===== src/rtl/meas_sequencer.sv =====
// meas_sequencer
//
// Shares one DAC + ADC measurement path between N_REQ requesters.
// Each transaction grants one requester (round-robin), loads its reference
// code into the DAC, waits SETTLE_CYCLES, runs an ADC conversion, and
// returns the result with a one-cycle done pulse.
//
// Optional feature (compile-time macro MEAS_AVG_EN):
//   defined   - the CONVERT/WAIT_ADC pair runs 2^AVG_LOG2 times after one
//               settle interval; q_out is the truncated mean of the samples.
//   undefined - one conversion per transaction, no accumulator.
//
// Ports:
//   clk, rst     - clock (rising edge), synchronous active-high reset
//   req          - level request per requester, held until its done pulse
//   i_ref_req    - packed DAC codes, requester k at [k*BUS_WIDTH +: BUS_WIDTH]
//   grant        - one-hot, requester currently being served
//   done         - one-hot, one-cycle pulse; q_out valid in that cycle
//   q_out        - measured value (0 on timeout); held until next capture
//   timeout_err  - high in the done cycle when the ADC never answered
//   dac_code     - DAC code, held between loads
//   dac_load     - one-cycle strobe, dac_code valid in the same cycle
//   adc_start    - one-cycle conversion request
//   adc_done     - one-cycle ADC completion pulse, adc_data valid with it
//   adc_data     - unsigned conversion result
//   busy         - high whenever the sequencer is not idle
//
// Handshakes: every strobe (dac_load, adc_start, adc_done, done) is a
// single-cycle pulse that is consumed on the clock edge ending that cycle;
// there is no back-pressure on any of them.

module meas_sequencer #(
    parameter int BUS_WIDTH      = 10,
    parameter int N_REQ          = 2,
    parameter int SETTLE_CYCLES  = 16,
    parameter int TIMEOUT_CYCLES = 255,
    parameter int AVG_LOG2       = 2
) (
    input  logic                       clk,
    input  logic                       rst,
    input  logic [N_REQ-1:0]           req,
    input  logic [N_REQ*BUS_WIDTH-1:0] i_ref_req,
    output logic [N_REQ-1:0]           grant,
    output logic [N_REQ-1:0]           done,
    output logic [BUS_WIDTH-1:0]       q_out,
    output logic                       timeout_err,
    output logic [BUS_WIDTH-1:0]       dac_code,
    output logic                       dac_load,
    output logic                       adc_start,
    input  logic                       adc_done,
    input  logic [BUS_WIDTH-1:0]       adc_data,
    output logic                       busy
);

    localparam int IDX_W   = (N_REQ > 1) ? $clog2(N_REQ) : 1;
    localparam int CNT_MAX = (SETTLE_CYCLES > TIMEOUT_CYCLES) ? SETTLE_CYCLES : TIMEOUT_CYCLES;
    localparam int CNT_W   = $clog2(CNT_MAX + 1);

    localparam logic [CNT_W-1:0] SETTLE_LAST  = CNT_W'(SETTLE_CYCLES - 1);
    localparam logic [CNT_W-1:0] TIMEOUT_LAST = CNT_W'(TIMEOUT_CYCLES - 1);
    localparam logic [IDX_W-1:0] IDX_LAST     = IDX_W'(N_REQ - 1);

    typedef enum logic [2:0] {
        S_IDLE,
        S_LOAD,
        S_SETTLE,
        S_CONVERT,
        S_WAIT_ADC,
        S_RESPOND
    } state_t;

    state_t             state;
    logic [IDX_W-1:0]   rr_ptr;
    logic [IDX_W-1:0]   gnt_idx;
    logic [CNT_W-1:0]   cnt;

    // Unpack the reference codes so selection is a plain array index.
    logic [BUS_WIDTH-1:0] ref_arr [N_REQ];

    for (genvar g = 0; g < N_REQ; g++) begin : g_ref
        assign ref_arr[g] = i_ref_req[g*BUS_WIDTH +: BUS_WIDTH];
    end

    // Round-robin pick: scan from rr_ptr upward with wrap. The loop runs from
    // the farthest offset down so the nearest set bit is the last to win.
    logic             pick_valid;
    logic [IDX_W-1:0] pick_idx;
    logic [IDX_W-1:0] cand;

    always_comb begin
        pick_valid = 1'b0;
        pick_idx   = '0;
        cand       = '0;
        for (int k = N_REQ - 1; k >= 0; k--) begin
            cand = IDX_W'((int'(rr_ptr) + k) % N_REQ);
            if (req[cand]) begin
                pick_valid = 1'b1;
                pick_idx   = cand;
            end
        end
    end

`ifdef MEAS_AVG_EN
    localparam int ACC_W = BUS_WIDTH + AVG_LOG2;
    localparam int SMP_W = AVG_LOG2 + 1;
    localparam logic [SMP_W-1:0] SMP_LAST = SMP_W'((1 << AVG_LOG2) - 1);

    logic [ACC_W-1:0] acc;
    logic [ACC_W-1:0] acc_sum;
    logic [SMP_W-1:0] smp_cnt;

    assign acc_sum = acc + ACC_W'(adc_data);
`endif

    always_ff @(posedge clk) begin
        if (rst) begin
            state       <= S_IDLE;
            rr_ptr      <= '0;
            gnt_idx     <= '0;
            cnt         <= '0;
            grant       <= '0;
            done        <= '0;
            q_out       <= '0;
            timeout_err <= 1'b0;
            dac_code    <= '0;
            dac_load    <= 1'b0;
            adc_start   <= 1'b0;
            busy        <= 1'b0;
`ifdef MEAS_AVG_EN
            acc         <= '0;
            smp_cnt     <= '0;
`endif
        end else begin
            // Pulse outputs are high for exactly the one state that sets them.
            dac_load    <= 1'b0;
            adc_start   <= 1'b0;
            done        <= '0;
            timeout_err <= 1'b0;

            case (state)
                S_IDLE: begin
                    if (pick_valid) begin
                        grant    <= N_REQ'(1) << pick_idx;
                        gnt_idx  <= pick_idx;
                        // dac_code doubles as the latched reference; later
                        // i_ref_req changes cannot reach it until the next grant.
                        dac_code <= ref_arr[pick_idx];
                        dac_load <= 1'b1;
                        busy     <= 1'b1;
                        state    <= S_LOAD;
                    end
                end

                S_LOAD: begin
                    cnt   <= '0;
`ifdef MEAS_AVG_EN
                    acc     <= '0;
                    smp_cnt <= '0;
`endif
                    state <= S_SETTLE;
                end

                S_SETTLE: begin
                    if (cnt == SETTLE_LAST) begin
                        adc_start <= 1'b1;
                        state     <= S_CONVERT;
                    end else begin
                        cnt <= cnt + CNT_W'(1);
                    end
                end

                S_CONVERT: begin
                    cnt   <= '0;
                    state <= S_WAIT_ADC;
                end

                S_WAIT_ADC: begin
                    // adc_done is tested first so a result in the expiring
                    // cycle is still accepted.
                    if (adc_done) begin
`ifdef MEAS_AVG_EN
                        if (smp_cnt == SMP_LAST) begin
                            q_out <= BUS_WIDTH'(acc_sum >> AVG_LOG2);
                            done  <= N_REQ'(1) << gnt_idx;
                            state <= S_RESPOND;
                        end else begin
                            // Next sample: no re-settle, straight back to convert.
                            acc       <= acc_sum;
                            smp_cnt   <= smp_cnt + SMP_W'(1);
                            adc_start <= 1'b1;
                            state     <= S_CONVERT;
                        end
`else
                        q_out <= adc_data;
                        done  <= N_REQ'(1) << gnt_idx;
                        state <= S_RESPOND;
`endif
                    end else if (cnt == TIMEOUT_LAST) begin
                        q_out       <= '0;
                        timeout_err <= 1'b1;
                        done        <= N_REQ'(1) << gnt_idx;
                        state       <= S_RESPOND;
                    end else begin
                        cnt <= cnt + CNT_W'(1);
                    end
                end

                S_RESPOND: begin
                    rr_ptr <= (gnt_idx == IDX_LAST) ? '0 : gnt_idx + IDX_W'(1);
                    grant  <= '0;
                    busy   <= 1'b0;
                    state  <= S_IDLE;
                end

                default: begin
                    state <= S_IDLE;
                end
            endcase
        end
    end

endmodule


===== config.mk =====
export PLATFORM = sky130hd
export DESIGN_NAME = meas_sequencer
export DESIGN_NICKNAME = d
export VERILOG_FILES = /design/src/rtl/meas_sequencer.sv
export SDC_FILE = /design/constraint.sdc
export NUM_CORES = 1
export LEC_CHECK = 0
export BUFFER_PORTS_ARGS = -buffer_cell sky130_fd_sc_hd__clkbuf_2
export CORE_ASPECT_RATIO = 1.75
export CORE_MARGIN = 2
export CORE_UTILIZATION = 46
export CTS_BUF_LIST = sky130_fd_sc_hd__clkbuf_8
export CTS_CLUSTER_SIZE = 12
export DETAILED_ROUTE_END_ITERATION = 10
export PLACE_DENSITY = 0.73
export SLEW_MARGIN = 20
export SYNTH_ARGS = -nofsm -noshare
export SYNTH_HDL_FRONTEND = slang
export SYNTH_SLANG_ARGS = --single-unit

===== constraint.sdc =====
create_clock -name clk -period 1.55 [get_ports clk]
set_input_delay 0.2325 -clock clk [delete_from_list [all_inputs] [get_ports clk]]
set_output_delay 0.2325 -clock clk [all_outputs]
set_load 0.02 [all_outputs]

==> results of run 1 <==
## metal layers
layer  global-route usage  up-vias  share of wire
li1                     -      920              -
met1                0.225      900           0.34
met2                0.441       83           0.56
met4                0.153        0          0.049
met3               0.0529       20          0.053
met5                    0        -              0
## what timing repair did
| item | 4_1_cts | 5_1_grt |
|---|---|---|
| setup buffers | 2 | 1 |
| gates resized for setup | 13 | 19 |
| pin swaps | 3 | 9 |
| cloned | 1 | 0 |
| setup endpoints to repair | 18 | 25 |
## worst max path at each step
stage          slack, ns                start                   to  depth (start not counted)
2_1_floorplan      -0.04  cnt[0]$_SDFFE_PP0P_  cnt[0]$_SDFFE_PP0P_                          6
3_3_place_gp       -0.08  cnt[0]$_SDFFE_PP0P_  cnt[5]$_SDFFE_PP0P_                          5
3_5_place_dp       -0.18  cnt[0]$_SDFFE_PP0P_  cnt[5]$_SDFFE_PP0P_                          5
4_1_cts            -0.07  cnt[0]$_SDFFE_PP0P_  cnt[5]$_SDFFE_PP0P_                          5
5_1_grt            -0.13  cnt[0]$_SDFFE_PP0P_  cnt[5]$_SDFFE_PP0P_                          5
6_report           -0.11  cnt[0]$_SDFFE_PP0P_  cnt[5]$_SDFFE_PP0P_                          5
## final cells by class
type / count / share of cell area
repair buffers: 90 / 0.210
well taps: 48 / 0.0231
flip-flops and latches: 41 / 0.318
inverters: 8 / 0.0115
multi-input cells: 143 / 0.392
clock buffers: 6 / 0.0317
clock inverters: 2 / 0.0130
## critical path, cell delays in order (launching register included)
cell	delay, ns
dfxtp_4	0.36
ha_4	0.15
and4b_1	0.19
a211o_4	0.38
a211o_1	0.29
a211oi_2	0.20
## power breakdown
group / switching [W] / leakage (nW) / internal (W)
clock: 0.000353 / 0.0626 / 0.000518
combinational: 0.000644 / 0.723 / 0.000521
sequential: 0.000117 / 0.337 / 0.00120
## logic make-up (layout without fill, tap and decap cells)
group           after synthesis  after routing  synth area share
fa+ha+maj                     2              2            0.0136
mux                          10             10            0.0546
flops                        41             41             0.447
xor+xnor                      1              1           0.00478
compound gates               65             65             0.238
buf+inv                      25            106            0.0607
simple gates                 65             65             0.181
## registers in the layout (all words and copies together), names as in the netlist
| register | cells |
|---|---|
| dac_code | 10 |
| q_out | 10 |
| cnt | 8 |
| state | 3 |
| done | 2 |
| grant | 2 |
| adc_start | 1 |
| busy | 1 |
| dac_load | 1 |
| gnt_idx | 1 |
| rr_ptr | 1 |
| timeout_err | 1 |
## placed cells by master (no fill, tap or decap), types with 4 or more instances in the layout
cell       n
clkbuf_8   6
buf_6      4
o32ai_1    4
a21oi_1   15
clkbuf_2  62
mux2i_1   10
dfxtp_1   37
o21ai_0    9
nor2_1    18
nand2_1   17
inv_1      9
a21oi_2    4
buf_4     23
a211oi_1  10
## metrics by stage
stage	instance area, sq um	total power (W)	std cells	worst slack [ns]
2_1_floorplan	1850	0.00197	209	-0.0431
5_1_grt	2610	0.00350	338	-0.134
3_5_place_dp	2330	0.00234	326	-0.184
4_1_cts	2520	0.00329	337	-0.0651
6_report	2610	0.00335	338	-0.113
3_3_place_gp	2330	0.00230	326	-0.0791
==> key figures, run 1 <==
Logic synthesis
  – Cell with the most instances after synthesis: dfxtp_1
  – Avg Inst Size Synth: 8.78 sq um
  – Synth cell count leaders: dfxtp_1 (41), nor2_1 (19), a21oi_1 (18)
  – Yosys top cell area share: 0.447
  – Top FF cell, synth: dfxtp_1
  – Syn Std Cell Area: 1830 sq um
  – Number of synthesized flops with an enable pin: 0
  – Synth area leaders: dfxtp_1 (45%), mux2i_1 (5.5%), a21oi_1 (4.9%), a211oi_1 (4.9%), nor2_1 (3.9%)
  – Yosys cell types: 43
  – FFs w/ async S/R, synth: 0
  – Yosys reg bits: 41
  – Ys Warns: 0
  – Synth Instances: 209
  – Synth area leader: dfxtp_1
  – Syn Nets: 246
  – Seq/Total Area, Yosys: 0.447

Floorplanning
  – Row cnt: 30
  – Die width: 51.7 um
  – Number of top-level pins: 63
  – Die H: 87.5 um
  – Initial Util: 0.474
  – Die area: 4530 sq um
  – Core area: 3870 sq um

Layout
  – # diodes: 0
  – Layout area overhead: 42.0%
  – Register area: 828 sq um
  – Fin nets: 326
  – Fillers: 323
  – Core Util, Final: 0.674
  – Area used by multi-input combinational logic: 1020 sq um
  – Layout cells sized above 1: 0.424

STA
  – Final setup margin: -0.113 ns
  – Final hold slack: 0.165 ns
  – Tcrit/Tclk final: 1.07
  – RSZ-0062 raised after global routing: yes
  – Setup_tns: -0.391 ns
  – Setup Viol. Count Final: 8
  – Worst-margin pin slew: 0.509 ns
  – Max-slew headroom: 0.661
  – Fin. max-slew vios: 0
  – Tmin final: 1.66 ns
  – Skew final: 0.00521 ns
  – Highest clock rate: 0.601 GHz
  – Final Hold Viols: 0

GRT
  – Global-route usage over all layers: 0.237
  – Largest net degree at the start of global routing: 25
  – First-pass GRT wire length: 8180 um
  – Vias in the first global route: 1886
  – Initial antenna violation count: 0
  – GRT Residual Overflow: 0

Place
  – Hpwl dp: 3680 um
  – Routability cong.: 0.884
  – Count of input and output buffers: 62

Run status
  – Failing checks: setup timing
  – Status: complete, but fails checks

Clock network
  – Maximum clock path buffer count: 2
  – Sinks on Clock Net: 41
  – Clock latency on the worst-skew pair: 0.29 ns
  – Root buffer cell: clkbuf_8
  – Total CTS buffers: 5
  – # hold bufs at CTS: 0
  – H-tree depth: 2
  – CTS tree: done
  – Clock-pin transition on the worst setup and hold timing paths: 0.08 ns

Critical path
  – Crit Path Class: flop to flop
  – Worst reg2reg path startpoint: cnt[0]$_SDFFE_PP0P_
  – Crit. End Element: flop
  – R2r endpoint: cnt[5]$_SDFFE_PP0P_
  – Crit start category: flop
  – Critical path data arrival time: 1.86 ns
  – R2R Setup Slk: -0.11 ns
  – R2r worst-path depth: 5
  – Crit Path Max Fanout: 7
  – WP data required: 1.75 ns

Route
  – Drt wl/cell: 15.2 um
  – Detailed Route Iter0 Violations: 24
  – WL final: 5130 um
  – DRC viols: 0
  – Via count: 1923
  – DRT Pass-1 Iters: 4
  – Vias/cell: 5.69
  – Final ANT Viol Nets: 0

Worst hold path
  – Hold Startpoint: adc_data[8]
  – Worst Hold End: q_out[8]$_SDFFE_PP0P_
  – Hold path depth: 3
  – Hold crit path type: input port to flop

Job
  – Total of max-cap violations: 0

Power and ir drop
  – Worst VDD drop: 0.918 mV
  – Power Density: 1290 nW/um^2
  – Leakage: 1.12 nW
No activity file was read; power rests on OpenSTA's default activity.
==> inputs of run 2 (changes only) <==
Settings changed: ABC_AREA from default to 1.
==> key figures, run 2 <==
Worst hold path
  – Hold path depth: 3 (unchanged)
  – Hold crit path type: input port to flop

Power and ir drop
  – Switching part of the total: 0.344 (+0.0122)
  – Worst VDD drop: 0.911 mV (-0.79%)
  – Leakage: 1.08 nW (-4.1%)
  – Power share of the clock group: 0.246 (-0.014)
  – Int Power: 0.00176 W (-21%)
  – Flop pwr share: 0.474 (+0.081)
  – Comb power frac: 0.280 (-0.067)
  – Sw Pwr: 0.000927 W (-17%)
  – Power Density: 1160 nW/um^2 (-9.6%)

GRT
  – Initial antenna violation count: 0 (unchanged)
  – GRT Residual Overflow: 0 (unchanged)
  – First-pass GRT wire length: 7150 um (-13%)
  – Global-route usage over all layers: 0.209 (-0.0278)
  – Vias in the first global route: 1734 (-8.1%)
  – Largest net degree at the start of global routing: 23 (-8.0%)

Logic synthesis
  – Top FF cell, synth: dfxtp_1
  – Synth area leaders: dfxtp_1 (45%), nand2_1 (15%), a21oi_1 (5.2%), nor2_1 (5.1%), nand3_1 (4.7%)
  – Synth Instances: 256 (+22%)
  – Seq/Total Area, Yosys: 0.449 (+0.00184)
  – Yosys top cell area share: 0.449 (+0.00184)
  – Synth cell count leaders: nand2_1 (71), dfxtp_1 (41), nor2_1 (25)
  – Cell with the most instances after synthesis: nand2_1
  – Syn Nets: 293 (+19%)
  – FFs w/ async S/R, synth: 0 (unchanged)
  – Syn Std Cell Area: 1830 sq um (-0.41%)
  – Yosys reg bits: 41 (unchanged)
  – Number of synthesized flops with an enable pin: 0 (unchanged)
  – Yosys cell types: 28 (-35%)
  – Ys Warns: 0 (unchanged)
  – Avg Inst Size Synth: 7.14 sq um (-19%)
  – Synth area leader: dfxtp_1

Floorplanning
  – Die area: 4510 sq um (-0.39%)
  – Die H: 87.4 um (-0.19%)
  – Number of top-level pins: 63 (unchanged)
  – Initial Util: 0.477 (+0.00269)
  – Core area: 3830 sq um (-0.97%)
  – Die width: 51.6 um (-0.19%)
  – Row cnt: 30 (unchanged)

Clock network
  – Clock-pin transition on the worst setup and hold timing paths: 0.07 ns (about the same)
  – CTS tree: done
  – H-tree depth: 2 (unchanged)
  – Root buffer cell: clkbuf_8
  – Sinks on Clock Net: 41 (unchanged)
  – Maximum clock path buffer count: 2 (unchanged)
  – Clock latency on the worst-skew pair: 0.29 ns (about the same)
  – Total CTS buffers: 5 (unchanged)
  – # hold bufs at CTS: 0 (unchanged)

Run status
  – Status: finished clean

Critical path
  – Crit. End Element: flop
  – Critical path cell sequence: ha_2 > nand3_1 > nor2_1 > nand2_2 > nand2_1 > nor2_4 > nand2_1 > nand2_1 > nor2_1
  – Crit Path Max Fanout: 6 (-1)
  – Critical path data arrival time: 1.68 ns (-0.18 ns)
  – Slowest cell on crit path: dfxtp_2
  – WP data required: 1.79 ns (+0.04 ns)
  – CP max stage delay: 0.37 ns (about the same)
  – Crit start category: flop
  – R2r worst-path depth: 9 (+4)
  – Crit Path Class: flop to flop
  – Most common cell on crit path: nand2_1

STA
  – Final Hold Viols: 0 (unchanged)
  – Worst-margin pin slew: 0.478 ns (-0.0310 ns)
  – Final hold slack: 0.178 ns (+0.0126 ns)
  – Tcrit/Tclk final: 0.931 (-0.141)
  – Setup Viol. Count Final: 0 (-8)
  – Skew final: 0.00573 ns (+0.000518 ns)
  – Fin. max-slew vios: 0 (unchanged)
  – Tmin final: 1.44 ns (-0.219 ns)
  – Highest clock rate: 0.693 GHz (+15%)
  – Max-slew headroom: 0.681 (+0.0203)

Layout
  – Layout area overhead: 26.6%
  – Fillers: 393 (+22%)
  – # diodes: 0 (unchanged)
  – Commonest non-fill, non-tap cell in the layout: nand2_1
  – Core Util, Final: 0.604 (-0.0695)
  – Most frequent cells in the layout: nand2_1 (70), clkbuf_2 (62), dfxtp_1 (38), nor2_1 (23), inv_1 (21)
  – Largest regs: dac_code: 10 flops, q_out: 10 flops, cnt: 8 flops
  – Layout cells sized above 1: 0.294 (-0.130)
  – Fin nets: 360 (+10%)
  – Post-Layout Inst Area: 2310 sq um (-11%)

Place
  – Count of input and output buffers: 62 (unchanged)
  – Placement Cell Area: 2210 sq um (-5.1%)
  – Hpwl dp: 3280 um (-11%)
  – Routability cong.: 0.962 (+8.7%)

Route
  – Via count: 1874 (-2.5%)
  – DRT Pass-1 Iters: 4 (unchanged)
  – Final ANT Viol Nets: 0 (unchanged)
  – Detailed Route Iter0 Violations: 45 (+88%)
  – DRC viols: 0 (unchanged)
  – Vias/cell: 5.05 (-11%)
  – Drt wl/cell: 11.6 um (-24%)
  – WL final: 4300 um (-16%)

Job
  – Total of max-cap violations: 0 (unchanged)
## run 2: power by group through the flow
stage	clock [W]	combinational (W)	sequential [W]
final	0.000663	0.000752	0.00128
after global routing	0.000722	0.000851	0.00129
after CTS	0.000681	0.000752	0.00127
after detailed placement	0	0.000743	0.00129
after global placement	0	0.000734	0.00129
after floorplan	0	0.000415	0.00137
## run 2: per-stage QoR
step	setup WS, ns	cells	TNS, ns	total power (W)
final	0.106	371	0	0.00269
after global routing	-0.0579	371	-0.239	0.00286
after CTS	0.0157	371	0	0.00270
after detailed placement	-0.0306	364	-0.0929	0.00203
after global placement	0.0376	364	0	0.00202
after floorplan	0.185	256	0	0.00178
## run 2: area by class of cell
type                            count  area (sq um)  share of cell area
Timing Repair Buffer               69           375               0.162
Clock inverter                      2          12.5             0.00541
Inverter                           24          90.1              0.0389
Tap cell                           48          60.1              0.0260
Multi-Input combinational cell    182           882               0.381
Sequential cell                    41           825               0.356
Clock buffer                        5          68.8              0.0297
## run 2: repair_timing
action	in CTS	in global routing
endpoints found under the setup margin	4	18
gates resized for setup	1	7
setup buffers	0	0
gates cloned	0	0
pin swaps	0	1
## run 2: critical path, delay by kind of cell (launching register included)
kind                     cells  cell delay [ns]
flip-flops                   1             0.37
adder cells (fa/ha/maj)      1             0.22
AND/OR/NAND/NOR              8             0.82
## run 2: per-layer routing
metal,GRT usage,vias to the layer above,part of all wire
li1,-,965,-
met1,0.218,844,0.39
met2,0.383,54,0.54
met3,0.0412,11,0.044
met4,0.108,0,0.027
met5,0,-,0
## run 2: cell families after synthesis
logic type	share of synthesized area
XOR/XNOR	0.00480
flip-flops	0.449
adder cells (fa/ha/maj)	0.0137
AND/OR/NAND/NOR	0.315
AO/OA/AOI/OAI	0.141
buffers and inverters	0.0760
## run 2: worst paths after layout
path,start,end,slack [ns]
setup / recovery,cnt[0]$_SDFFE_PP0P_,cnt[3]$_SDFFE_PP0P_,0.11
hold / removal,i_ref_req[1],dac_code[1]$_SDFFE_PP0P_,0.18
setup reg to reg,cnt[0]$_SDFFE_PP0P_,cnt[3]$_SDFFE_PP0P_,0.11
hold reg to reg,grant[1]$_SDFFE_PP0P_,grant[1]$_SDFFE_PP0P_,0.46
